<file path="src/rtl/example_text_loader_pkg.sv">
// rtl/example_text_loader_pkg.sv - shared types and constants for the text memory loader
package example_text_loader_pkg;

  localparam int TEXT_BITS             = 12;
  localparam int TEXT_LOADER_HDR_BYTES = 4;

  typedef enum logic [2:0] {
    IDLE,
    HDR,
    DATA,
    CHECK,
    DONE,
    ERROR
  } text_loader_state_e;

endpackage

</file>
<file path="src/rtl/text_word_assembler.sv">
// rtl/text_word_assembler.sv - packs little-endian bytes into a 32-bit word
import example_text_loader_pkg::*;

module text_word_assembler (
  input  logic        clock,
  input  logic        reset,
  input  logic        clear,
  input  logic        byte_valid,
  input  logic [7:0]  byte_data,
  output logic [31:0] word,
  output logic        word_complete
);

  localparam int              IDX_BITS = $clog2(TEXT_LOADER_HDR_BYTES);
  localparam logic [IDX_BITS-1:0] LAST_IDX = IDX_BITS'(TEXT_LOADER_HDR_BYTES - 1);

  logic [IDX_BITS-1:0] idx_q, idx_d;
  logic [31:0]         word_q, word_d;

  always_comb begin
    idx_d  = idx_q;
    word_d = word_q;
    if (clear) begin
      idx_d = '0;
    end else if (byte_valid) begin
      word_d[{idx_q, 3'b000} +: 8] = byte_data;
      idx_d = idx_q + 1'b1;
    end
  end

  // word carries the byte being accepted, so the full word is visible on its last byte
  assign word          = word_d;
  assign word_complete = byte_valid && !clear && (idx_q == LAST_IDX);

  always_ff @(posedge clock) begin
    if (!reset) begin
      idx_q  <= '0;
      word_q <= '0;
    end else begin
      idx_q  <= idx_d;
      word_q <= word_d;
    end
  end

endmodule

</file>
<file path="src/rtl/example_text_loader.sv">
// rtl/example_text_loader.sv - streams a checksummed program image into text memory
import example_text_loader_pkg::*;

module example_text_loader #(
  parameter int WORD_ADDR_BITS = TEXT_BITS - 2
) (
  input  logic                      clock,
  input  logic                      reset,
  input  logic                      start,
  input  logic                      in_valid,
  input  logic [7:0]                in_data,
  output logic                      in_ready,
  output logic                      mem_we,
  output logic [WORD_ADDR_BITS-1:0] mem_addr,
  output logic [31:0]               mem_wdata,
  output logic [WORD_ADDR_BITS:0]   words_loaded,
  output logic                      cpu_reset,
  output logic                      done,
  output logic                      error
);

  localparam logic [31:0] MAX_WORDS = 32'd1 << WORD_ADDR_BITS;

  text_loader_state_e          state_q, state_d;
  logic [WORD_ADDR_BITS:0]     count_q, count_d;
  logic [WORD_ADDR_BITS:0]     words_loaded_q, words_loaded_d;
  logic [WORD_ADDR_BITS-1:0]   mem_addr_q, mem_addr_d;
  logic [31:0]                 mem_wdata_q, mem_wdata_d;
  logic [7:0]                  checksum_q, checksum_d;
  logic                        mem_we_q, mem_we_d;

  logic        accept;
  logic        asm_valid;
  logic [31:0] asm_word;
  logic        asm_complete;

  assign in_ready  = (state_q == HDR) || (state_q == DATA) || (state_q == CHECK);
  assign accept    = in_valid && in_ready;
  assign asm_valid = accept && ((state_q == HDR) || (state_q == DATA));

  text_word_assembler u_asm (
    .clock         (clock),
    .reset         (reset),
    .clear         (state_q == IDLE),
    .byte_valid    (asm_valid),
    .byte_data     (in_data),
    .word          (asm_word),
    .word_complete (asm_complete)
  );

  always_comb begin
    state_d        = state_q;
    count_d        = count_q;
    words_loaded_d = words_loaded_q;
    mem_addr_d     = mem_addr_q;
    mem_wdata_d    = mem_wdata_q;
    checksum_d     = checksum_q;
    mem_we_d       = 1'b0;
    case (state_q)
      IDLE: if (start) state_d = HDR;
      HDR: begin
        if (asm_complete) begin
          if (asm_word > MAX_WORDS) begin
            state_d = ERROR;
          end else if (asm_word == '0) begin
            state_d = CHECK;
          end else begin
            count_d = asm_word[WORD_ADDR_BITS:0];
            state_d = DATA;
          end
        end
      end
      DATA: begin
        if (accept) begin
          checksum_d = checksum_q ^ in_data;
          if (asm_complete) begin
            mem_we_d       = 1'b1;
            mem_addr_d     = words_loaded_q[WORD_ADDR_BITS-1:0];
            mem_wdata_d    = asm_word;
            words_loaded_d = words_loaded_q + 1'b1;
            if (words_loaded_d == count_q) state_d = CHECK;
          end
        end
      end
      CHECK: if (accept) state_d = (in_data == checksum_q) ? DONE : ERROR;
      DONE:  state_d = DONE;
      ERROR: state_d = ERROR;
      default: state_d = ERROR;
    endcase
  end

  always_ff @(posedge clock) begin
    if (!reset) begin
      state_q        <= IDLE;
      count_q        <= '0;
      words_loaded_q <= '0;
      mem_addr_q     <= '0;
      mem_wdata_q    <= '0;
      checksum_q     <= '0;
      mem_we_q       <= 1'b0;
    end else begin
      state_q        <= state_d;
      count_q        <= count_d;
      words_loaded_q <= words_loaded_d;
      mem_addr_q     <= mem_addr_d;
      mem_wdata_q    <= mem_wdata_d;
      checksum_q     <= checksum_d;
      mem_we_q       <= mem_we_d;
    end
  end

  assign mem_we       = mem_we_q;
  assign mem_addr     = mem_addr_q;
  assign mem_wdata    = mem_wdata_q;
  assign words_loaded = words_loaded_q;
  assign cpu_reset    = (state_q != DONE);
  assign done         = (state_q == DONE);
  assign error        = (state_q == ERROR);

endmodule

</file>
<file path="config.mk">
export PLATFORM = sky130hd
export DESIGN_NAME = example_text_loader
export DESIGN_NICKNAME = d
export VERILOG_FILES = /design/src/rtl/example_text_loader_pkg.sv /design/src/rtl/text_word_assembler.sv /design/src/rtl/example_text_loader.sv
export SDC_FILE = /design/constraint.sdc
export NUM_CORES = 1
export LEC_CHECK = 0
export ABC_AREA = 1
export CORE_MARGIN = 2
export CORE_UTILIZATION = 35
export CTS_BUF_LIST = sky130_fd_sc_hd__clkbuf_8
export CTS_CLUSTER_SIZE = 28
export DETAILED_ROUTE_END_ITERATION = 16
export PLACE_DENSITY = 0.55
export SYNTH_ARGS = -nofsm -noshare
export SYNTH_HDL_FRONTEND = slang
export SYNTH_SLANG_ARGS = --single-unit
</file>
<file path="constraint.sdc">
create_clock -name clock -period 3.9 [get_ports clock]
set_clock_uncertainty 0.15 [all_clocks]
set_input_delay 0.78 -clock clock [delete_from_list [all_inputs] [get_ports clock]]
set_output_delay 0.78 -clock clock [all_outputs]
set_load 0.01 [all_outputs]
</file>
Word-level counts from Yosys, hierarchy flattened
Index checks and enable logic that the tools add are counted.
{"block": "word_totals", "regBits": 110, "in_bits": 12, "output_inout_bits": 58, "word_cells": 63}
{"block": "op_classes", "addsub": 3, "order_cmp": 1, "eq_ne": 15, "shift": 2, "mux": 14, "bitwise_logic": 4, "n_reduce_logical": 15}
{"op": "two-way mux 32 bit", "count": 2}
{"op": "bitwise mux 32 bit", "count": 1}
{"op": "greater-than comparator 32 x 11 -> 1 bit (second input constant)", "count": 1}
{"op": "zero test 32 bit", "count": 1}
{"op": "variable shift 8 x 7 -> 32 bit (first input constant)", "count": 1}
{"op": "variable part select 8 x 7 -> 32 bit", "count": 1}
{"op": "two-way mux 3 bit", "count": 7}
{"op": "case mux 3 bit (5 select lines)", "count": 1}
{"op": "adder 11 x 1 -> 11 bit (second input constant)", "count": 1}
{"op": "== test 11 bit", "count": 1}
{"op": "!= test 2 bit (second input constant)", "count": 5}
{"op": "== test 8 bit", "count": 1}
{"op": "bitwise XOR 8 bit", "count": 1}
{"op": "negation 5 -> 7 bit", "count": 1}
{"op": "== test 3 x 2 -> 1 bit (second input constant)", "count": 2}
{"op": "== test 3 bit (second input constant)", "count": 2}
{"op": "AND reduction 3 bit", "count": 2}
{"op": "AND reduction 6 bit", "count": 1}
{"op": "logical AND 1 bit", "count": 4}
{"op": "AND reduction 4 bit", "count": 1}
{"op": "== test 3 x 1 -> 1 bit (second input constant)", "count": 1}
{"op": "zero test 3 bit", "count": 1}
{"op": "two-way mux 1 bit", "count": 3}
{"op": "!= test 3 bit (second input constant)", "count": 1}
{"op": "other kinds (8)", "count": 11}

Longest topological paths before layout
Gate-level depths: netlist of run 1.
{"block": "depth", "depth_word": 12, "depth_mapped": 20}

Hierarchy
From an unflattened synthesis of run 1, not the netlist that was laid out.
{"block": "hier_totals", "cells_unflattened": 711, "hier_area_um2": 5039.8}
{"module": "example_text_loader", "n_inst": 1, "cells_per_inst": 478, "area_per_inst_um2": 3424.5}
{"module": "text_word_assembler", "n_inst": 1, "cells_per_inst": 233, "area_per_inst_um2": 1615.3}

Worst setup path before layout of run 1
Ideal clock, no wire load.
{"block": "synth_path", "path_type": "register -> register", "start": "register u_asm.idx_q[0]", "end": "register count_q[10]", "setup_ps": 115, "arrival_ps": 2507, "path_slack_ps": 1128, "path_stages_with_launch": 18, "path_buffers": 2, "period_less_slack_ps": 2772, "cell_sequence": "dfxtp_1 > inv_1 > ha_1 > buf_2 > inv_1 > nor2_1 > nand2_1 > nor2_1 > o21ai_1 > nand2_1 > nor2_1 > nand2_1 > nor2_4 > nand4_4 > buf_6 > nand2_1 > o21ai_1 > and2_1"}
{"block": "synth_via", "elab_chain_len": 8, "word_cells_on_any_way": 13, "classes_between": "add/sub (1); order compare (1); eq/ne (1); shift (2); mux (3); bitwise (2); reduce/logical (3)"}
{"item": "start: declaration", "line_no": "text_word_assembler.sv:17", "source": "logic [IDX_BITS-1:0] idx_q, idx_d;"}
{"item": "start signal: assignment", "line_no": "text_word_assembler.sv:40", "source": "idx_q <= idx_d;"}
{"item": "negation 5 -> 7 bit", "line_no": "text_word_assembler.sv:26", "source": "word_d[{idx_q, 3'b000} +: 8] = byte_data;"}
{"item": "variable part select 8 x 7 -> 32 bit or variable shift 8 x 7 -> 32 bit (tied branches)", "line_no": "text_word_assembler.sv:26"}
{"item": "bitwise mux 32 bit", "line_no": "text_word_assembler.sv:26"}
{"item": "two-way mux 32 bit", "line_no": "text_word_assembler.sv:25", "source": "end else if (byte_valid) begin"}
{"item": "two-way mux 32 bit", "line_no": "text_word_assembler.sv:23", "source": "if (clear) begin"}
{"item": "greater-than comparator 32 x 11 -> 1 bit or zero test 32 bit (tied branches)", "line_no": "example_text_loader.sv:63, example_text_loader.sv:65"}
{"item": "inverter 1 bit (no line)"}
{"item": "AND reduction 4 bit (no line)"}
{"item": "end signal: assignment", "line_no": "example_text_loader.sv:103", "source": "count_q <= count_d;"}
{"item": "end: declaration", "line_no": "example_text_loader.sv:25", "source": "logic [WORD_ADDR_BITS:0] count_q, count_d;"}
Several ways; a longest one is shown, not always the timed one.
A chain may end at the register's enable or synchronous reset.

Final worst setup path of run 1
{"block": "layout_path", "start": "input in_valid", "end": "register count_q[1]"}
{"block": "layout_via", "elab_chain_len": 7, "word_cells_on_any_way": 11, "classes_between": "order compare (1); mux (2); bitwise (2); reduce/logical (6)"}
{"item": "start: declaration", "line_no": "example_text_loader.sv:10", "source": "input logic in_valid,"}
{"item": "logical AND 1 bit *", "line_no": "example_text_loader.sv:38", "source": "assign accept = in_valid && in_ready;"}
{"item": "logical AND 1 bit *", "line_no": "example_text_loader.sv:39", "source": "assign asm_valid = accept && ((state_q == HDR) || (state_q == DATA));"}
{"item": "two-way mux 32 bit", "line_no": "text_word_assembler.sv:25"}
{"item": "two-way mux 32 bit", "line_no": "text_word_assembler.sv:23"}
{"item": "greater-than comparator 32 x 11 -> 1 bit or zero test 32 bit (tied branches)", "line_no": "example_text_loader.sv:63, example_text_loader.sv:65"}
{"item": "inverter 1 bit (no line)"}
{"item": "AND reduction 4 bit (no line)"}
Every way passes the cells marked *; elsewhere a longest branch is shown, timed or not.

==> results of run 1 <==
power by group through the flow:
stage | clock [W] | sequential [W] | combinational (W)
finish | 0.000850 | 0.00121 | 0.000734
global route | 0.000923 | 0.00121 | 0.000831
CTS | 0.000875 | 0.00121 | 0.000733
detailed placement | 0 | 0.00123 | 0.000731
global placement | 0 | 0.00123 | 0.000728
floorplan | 0 | 0.00122 | 0.000570
worst min-delay path by stage:
stage	start	to	slack, ns	depth (start not counted)
after global placement	mem_wdata[0]$_SDFFE_PN0P_	mem_wdata[0]$_SDFFE_PN0P_	0.31	2
after CTS	mem_wdata[0]$_SDFFE_PN0P_	mem_wdata[0]$_SDFFE_PN0P_	0.33	2
after detailed placement	mem_wdata[0]$_SDFFE_PN0P_	mem_wdata[0]$_SDFFE_PN0P_	0.31	2
after global routing	mem_wdata[3]$_SDFFE_PN0P_	mem_wdata[3]$_SDFFE_PN0P_	0.35	2
after floorplan	checksum_q[1]$_SDFFE_PN0P_	checksum_q[1]$_SDFFE_PN0P_	0.31	2
final	mem_wdata[0]$_SDFFE_PN0P_	mem_wdata[0]$_SDFFE_PN0P_	0.33	2
Yosys cell counts:
| master | n |
|---|---|
| a21boi_0 | 1 |
| a21oi_1 | 36 |
| a31oi_1 | 2 |
| and2_1 | 7 |
| buf_2 | 5 |
| buf_4 | 1 |
| buf_6 | 4 |
| clkbuf_1 | 25 |
| clkinv_1 | 1 |
| dfxtp_1 | 110 |
| ha_1 | 6 |
| inv_1 | 101 |
| inv_2 | 3 |
| nand2_1 | 227 |
| nand2_2 | 5 |
| nand2_4 | 3 |
| nand3_1 | 20 |
| nand3_2 | 3 |
| nand3_4 | 2 |
| nand3b_1 | 1 |
| nand4_1 | 22 |
| nand4_4 | 1 |
| nor2_1 | 93 |
| nor2_2 | 2 |
| nor2_4 | 3 |
| nor3_1 | 3 |
| nor4_1 | 2 |
| o211ai_1 | 27 |
| o21ai_0 | 35 |
| o21ai_1 | 12 |
| o21ai_2 | 5 |
| o32ai_1 | 1 |
| or2_2 | 1 |
| xnor2_1 | 5 |
| xnor3_1 | 1 |
| xor2_1 | 11 |
per-layer routing:
metal	vias to the layer above	GRT usage [%]	wire (um)
li1	2586	-	-
met1	2111	28.0	7660
met2	106	25.1	5580
met3	17	3.41	663
met4	0	6.46	252
met5	-	0	0
state kept, by name, summed over array words and instances, names as in the netlist:
name and count:
mem_wdata 32, checksum_q 8, state_q 3, words_loaded 11, mem_we 1, u_asm.idx_q 2, u_asm.word_q 32, count_q 11
mem_addr 10
area by class of cell:
type,count,area (um2)
inverters,105,394
flip-flops and latches,110,2200
fillers,1573,8650
well taps,188,235
clock inverters,6,110
multi-input cells,537,2660
clock buffers,10,138
repair buffers,75,756
worst max-delay path, stage by stage:
cell,delay (ns)
clkdlybuf4s50_1,0.60
nand4_1,0.27
nand2_4,0.22
or2_2,0.34
nand2_1,0.11
nand2_1,0.06
nor2_1,0.17
nand2_1,0.12
nor2_4,0.15
nand4_4,0.20
nand2_1,0.12
o21ai_1,0.06
and2_1,0.13
per-stage QoR:
| stage | cell area [um2] | util (%) | hold slack [ns] | power (W) |
|---|---|---|---|---|
| 6_report | 6490 | 42.9 | 0.327 | 0.00279 |
| 5_1_grt | 6490 | 42.9 | 0.353 | 0.00297 |
| 4_1_cts | 6490 | 42.9 | 0.331 | 0.00281 |
| 3_5_place_dp | 6240 | 41.2 | 0.307 | 0.00196 |
| 3_3_place_gp | 6240 | 41.2 | 0.308 | 0.00196 |
| 2_1_floorplan | 5420 | - | 0.307 | 0.00179 |
cells by family after synthesis:
family | Yosys count | synth area share, %
flops | 110 | 40.6
simple gates | 395 | 31.8
fa+ha+maj | 6 | 1.39
xor+xnor | 17 | 3.00
buf+inv | 140 | 10.4
compound gates | 119 | 12.7
==> flow_metrics.py, run 1 <==
metrics = {
    "clock_tree": {
        "postCtsHoldBufs": 0,
        "tritoncts.num_buffers": 9,
        "clk-insertion-delay-late_ns": 0.40,
        "cts_tree": "done",
        "clk_path_buf_depth": 2,
        "clk_pin_slew_ns": 0.10,
        "cts-resized-gates": 0,
        "root_buffer": "clkbuf_8",
        "cts_setup_buffers": 0,
        "cts.htree.levels": 3,
        "cts.sinks": 110,
    },
    "timing": {
        "worst_pin_slew_ns": 0.598,
        "relSlewSlack_pct": 60.2,
        "period_share_pct": 82.1,
        "grt_setup_unrepaired": "no",
        "slew_violations": 0,
        "fin_setup_tns_ns": 0,
        "finalCriticalPeriod_ns": 3.20,
        "final-hold-violation-count": 0,
        "setup_viol": 0,
        "max_freq_mhz": 312,
        "worst_slack_ns": 0.700,
    },
    "layout": {
        "final_common_cell": "nand2_1",
        "fin_nets": 856,
        "antenna-diode-count": 0,
        "layout.cells.non_filler": 1031,
        "drive_gt1_share_pct": 6.05,
        "syn_to_final_growth_pct": 19.8,
        "final_cell_mix": "nand2_1, dfxtp_1, inv_1",
    },
    "yosys": {
        "synth_area_leaders": "dfxtp_1, nand2_1, inv_1, nor2_1, o211ai_1",
        "avgSynthCellArea_um2": 6.88,
        "seq_area_frac_synth_pct": 40.6,
        "yosysTopAreaCellShare_pct": 40.6,
        "ys_ff_latch": 110,
        "ys_warn_count": 0,
        "synth_nets": 805,
        "synth_top_area_cell": "dfxtp_1",
        "syn_inst": 787,
        "netlist_area_um2": 5420,
        "yosysUniqueCellTypes": 36,
    },
    "detailed_routing": {
        "drc": 0,
        "totalWireLength_um": 14200,
        "dr_total_vias": 4820,
        "antenna_left": 0,
        "via_per_inst": 4.68,
        "drtPass1Iterations": 5,
        "drt_iter0_markers": 329,
        "wire_per_inst_um": 13.7,
    },
    "worst_setup_path": {
        "cp-start-kind": "primary input",
        "timing.critical_path.from": "in_valid",
        "critPathArrivalTime_ns": 3.35,
        "r2r_end": "count_q[1]$_SDFFE_PN0P_",
        "path_class": "in -> reg",
        "reg2regPathDepth": 15,
        "cp.required_ns": 4.05,
        "cp-endpoint": "count_q[1]$_SDFFE_PN0P_",
        "setup.worst_path.end_class": "register",
        "ff2ff_setup_slack_ns": 0.79,
        "cp_max_fo": 28,
        "r2r_start": "u_asm.idx_q[1]$_SDFFE_PP0N_",
    },
    "floorplan": {
        "dieArea_um2": 16500,
        "design.core.area_um2": 15100,
        "fp-row-count": 45,
        "fp.dieH_um": 128,
        "chipWidth_um": 128,
        "io_pins": 70,
        "start_util_pct": 35.8,
    },
    "global_route": {
        "gr-total-overflow": 0,
        "antenna_found_initial": 0,
        "grt_pass1_vias": 4502,
        "track_usage_pct": 18.2,
        "grt_pass1_wl_um": 23700,
        "grt_max_degree": 62,
    },
    "place": {
        "pre_cts_slack_ns": 0.293,
        "dp_cells": 1015,
        "dpl.hpwl_um": 9840,
        "port_buffers": 69,
        "place_congestion": 0.880,
    },
    "power_and_ir_drop": {
        "p_comb_share_pct": 26.3,
        "internal_power_w": 0.00183,
        "power.share.clock_pct": 30.4,
        "ir_drop_v": 0.000167,
        "sequentialPowerShare_pct": 43.3,
        "p_switching_w": 0.000956,
        "powerDensity_nw_per_um2": 430,
        "p_sw_share_pct": 34.3,
        "p_leak_nw": 2.88,
    },
    "run": {
        "maxCapViolations": 0,
    },
    "min_path": {
        "min_path_type": "reg -> reg",
    },
    "run_status": {
        "status": "completed",
    },
}
Note: power is estimated with default switching activity, not from simulation.
==> run 2, diff against run 1 <==
==> constraint.sdc (replaced) <==
create_clock -name clock -period 3.3 [get_ports clock]
set_clock_uncertainty 0.15 [all_clocks]
set_input_delay 0.66 -clock clock [delete_from_list [all_inputs] [get_ports clock]]
set_output_delay 0.66 -clock clock [all_outputs]
set_load 0.01 [all_outputs]
==> run 2 against run 1 <==
Effect of this change: sequential cell count did not move; power rose by 20%; non-clock buffer count rose by 19; sequential share of layout area fell by 0.65 points; setup slack got worse by 0.37 ns; clock-buffer cell count fell by 1; final area rose by 1.9%; first-iteration DRC count fell by 6.1%; clock power rose by 16%; worst hold slack barely moved; critical endpoint is now count_q[8]$_SDFFE_PN0P_; largest cell class unchanged.
==> flow_metrics.py, run 2 (same netlist as run 1, synthesis figures left out) <==
metrics = {
    "timing": {
        "max_freq_mhz": 337,
        "grt_setup_unrepaired": "no",
        "worst_pin_slew_ns": 0.611,
        "finalCriticalPeriod_ns": 2.97,
        "final-hold-violation-count": 0,
        "setup_viol": 0,
        "relSlewSlack_pct": 59.3,
        "slew_violations": 0,
        "period_share_pct": 90.0,
    },
    "min_path": {
        "hp-start": "mem_wdata[3]$_SDFFE_PN0P_",
        "worstHoldPathCells": 2,
        "min_path_type": "reg -> reg",
        "min_to": "mem_wdata[3]$_SDFFE_PN0P_",
    },
    "worst_setup_path": {
        "ff2ff_setup_slack_ns": 0.40,
        "cp_max_fo": 20,
        "r2r_end": "count_q[8]$_SDFFE_PN0P_",
        "critPathArrivalTime_ns": 3.11,
        "timing.critical_path.from": "in_valid",
        "r2r_start": "u_asm.idx_q[0]$_SDFFE_PP0N_",
        "setup.worst_path.end_class": "register",
        "path_class": "in -> reg",
        "reg2regPathDepth": 15,
        "cp-start-kind": "primary input",
        "cp.required_ns": 3.44,
    },
    "global_route": {
        "grt_pass1_wl_um": 23900,
        "antenna_found_initial": 0,
        "gr-total-overflow": 0,
        "grt_max_degree": 62,
        "track_usage_pct": 18.3,
        "grt_pass1_vias": 4755,
    },
    "place": {
        "dpl.hpwl_um": 10200,
        "place_congestion": 0.867,
        "port_buffers": 69,
        "dp_cells": 1034,
    },
    "clock_tree": {
        "cts_setup_buffers": 0,
        "clk_pin_slew_ns": 0.10,
        "clk_path_buf_depth": 2,
        "cts.htree.levels": 3,
        "root_buffer": "clkbuf_8",
        "cts_tree": "done",
        "cts-resized-gates": 0,
        "clk-insertion-delay-late_ns": 0.39,
        "cts.sinks": 110,
        "postCtsHoldBufs": 0,
        "tritoncts.num_buffers": 9,
    },
    "layout": {
        "drive_gt1_share_pct": 8.12,
        "antenna-diode-count": 0,
        "fin_nets": 875,
        "syn_to_final_growth_pct": 22.2,
        "final_cell_mix": "nand2_1, dfxtp_1, inv_1",
        "layout.cells.non_filler": 1050,
        "final_common_cell": "nand2_1",
        "fill_cells": 1570,
    },
    "floorplan": {
        "fp.dieH_um": 128,
        "start_util_pct": 35.8,
        "fp-row-count": 45,
        "design.core.area_um2": 15100,
        "chipWidth_um": 128,
        "dieArea_um2": 16500,
        "io_pins": 70,
    },
    "power_and_ir_drop": {
        "sequentialPowerShare_pct": 42.7,
        "p_switching_w": 0.00115,
        "power.share.clock_pct": 29.4,
        "p_leak_nw": 2.97,
        "internal_power_w": 0.00219,
        "powerDensity_nw_per_um2": 505,
        "ir_drop_v": 0.000199,
        "p_sw_share_pct": 34.4,
        "p_comb_share_pct": 27.9,
        "power_w": 0.00335,
    },
    "detailed_routing": {
        "drc": 0,
        "dr_total_vias": 4935,
        "wire_per_inst_um": 13.5,
        "drt_iter0_markers": 309,
        "drtPass1Iterations": 5,
        "via_per_inst": 4.70,
        "totalWireLength_um": 14200,
        "antenna_left": 0,
    },
    "run_status": {
        "status": "completed",
    },
    "run": {
        "maxCapViolations": 0,
    },
}
==> run 2: cell count changes in the layout (fill, tap and decap cells not counted), sizes merged <==
cell and change:
buf +19, clkinvlp -1, clkbuf -1, inv +2
==> run 2: layout make-up <==
cell class,instances,area [um2],area share [%]
clock inverter,7,120,1.81
sequential,110,2200,33.3
tap,188,235,3.55
clock buffer,9,124,1.87
timing repair buffer,94,886,13.4
inverter,105,394,5.95
multi-input combinational,537,2660,40.2
==> run 2: routing by layer <==
metal / GRT usage, % / wire length, um / up-vias
li1: - / - / 2624
met4: 7.18 / 308 / 0
met3: 3.16 / 748 / 20
met5: 0 / 0 / -
met2: 25.2 / 5420 / 126
met1: 28.1 / 7700 / 2165
==> run 2: worst max-delay path, cell delays in order <==
cell and delay (ns):
clkdlybuf4s50_1 0.52, buf_4 0.18, nand2_2 0.28, nor2_4 0.28, nand2_1 0.12, nand2_1 0.10
nand2_1 0.09, nor2_1 0.10, nand2_1 0.09, nor2_4 0.17, nand2_2 0.11, inv_2 0.07
nand3_4 0.12, o21ai_1 0.17, nor2_1 0.05
==> run 2: how the worst max path moves through the flow <==
stage,to,depth (start not counted)
after detailed placement,count_q[4]$_SDFFE_PN0P_,14
final,count_q[8]$_SDFFE_PN0P_,15
after global routing,count_q[2]$_SDFFE_PN0P_,15
after floorplan,count_q[10]$_SDFFE_PN0P_,17
after global placement,count_q[10]$_SDFFE_PN0P_,14
after CTS,count_q[4]$_SDFFE_PN0P_,14
==> run 2: through the flow <==
step	cell area, um2	util (%)	setup slack (ns)	TNS [ns]	hold slack (ns)
final	6620	43.7	0.329	0	0.327
after global routing	6620	43.7	0.0584	0	0.350
after CTS	6620	43.7	0.350	0	0.328
after detailed placement	6370	42.1	-0.0605	-0.524	0.306
after global placement	6370	42.1	-0.0675	-0.607	0.313
after floorplan	5420	-	0.528	0	0.307
==> run 2: power by group through the flow <==
stage                     clock, W  sequential (W)  combinational, W
after floorplan                  0         0.00145          0.000674
after global placement           0         0.00146          0.000922
after detailed placement         0         0.00146          0.000923
after CTS                  0.00101         0.00143          0.000929
after global routing       0.00106         0.00144           0.00105
final                     0.000985         0.00143          0.000932
==> run 3, diff against run 2 <==
--- a/config.mk
+++ b/config.mk
@@ -12,6 +12,7 @@
 export CTS_CLUSTER_SIZE = 28
 export DETAILED_ROUTE_END_ITERATION = 16
 export PLACE_DENSITY = 0.55
+export SLEW_MARGIN = 10
 export SYNTH_ARGS = -nofsm -noshare
 export SYNTH_HDL_FRONTEND = slang
 export SYNTH_SLANG_ARGS = --single-unit
==> results of run 3 <==
Final layout, timing and power as in run 2 (identical DEF).
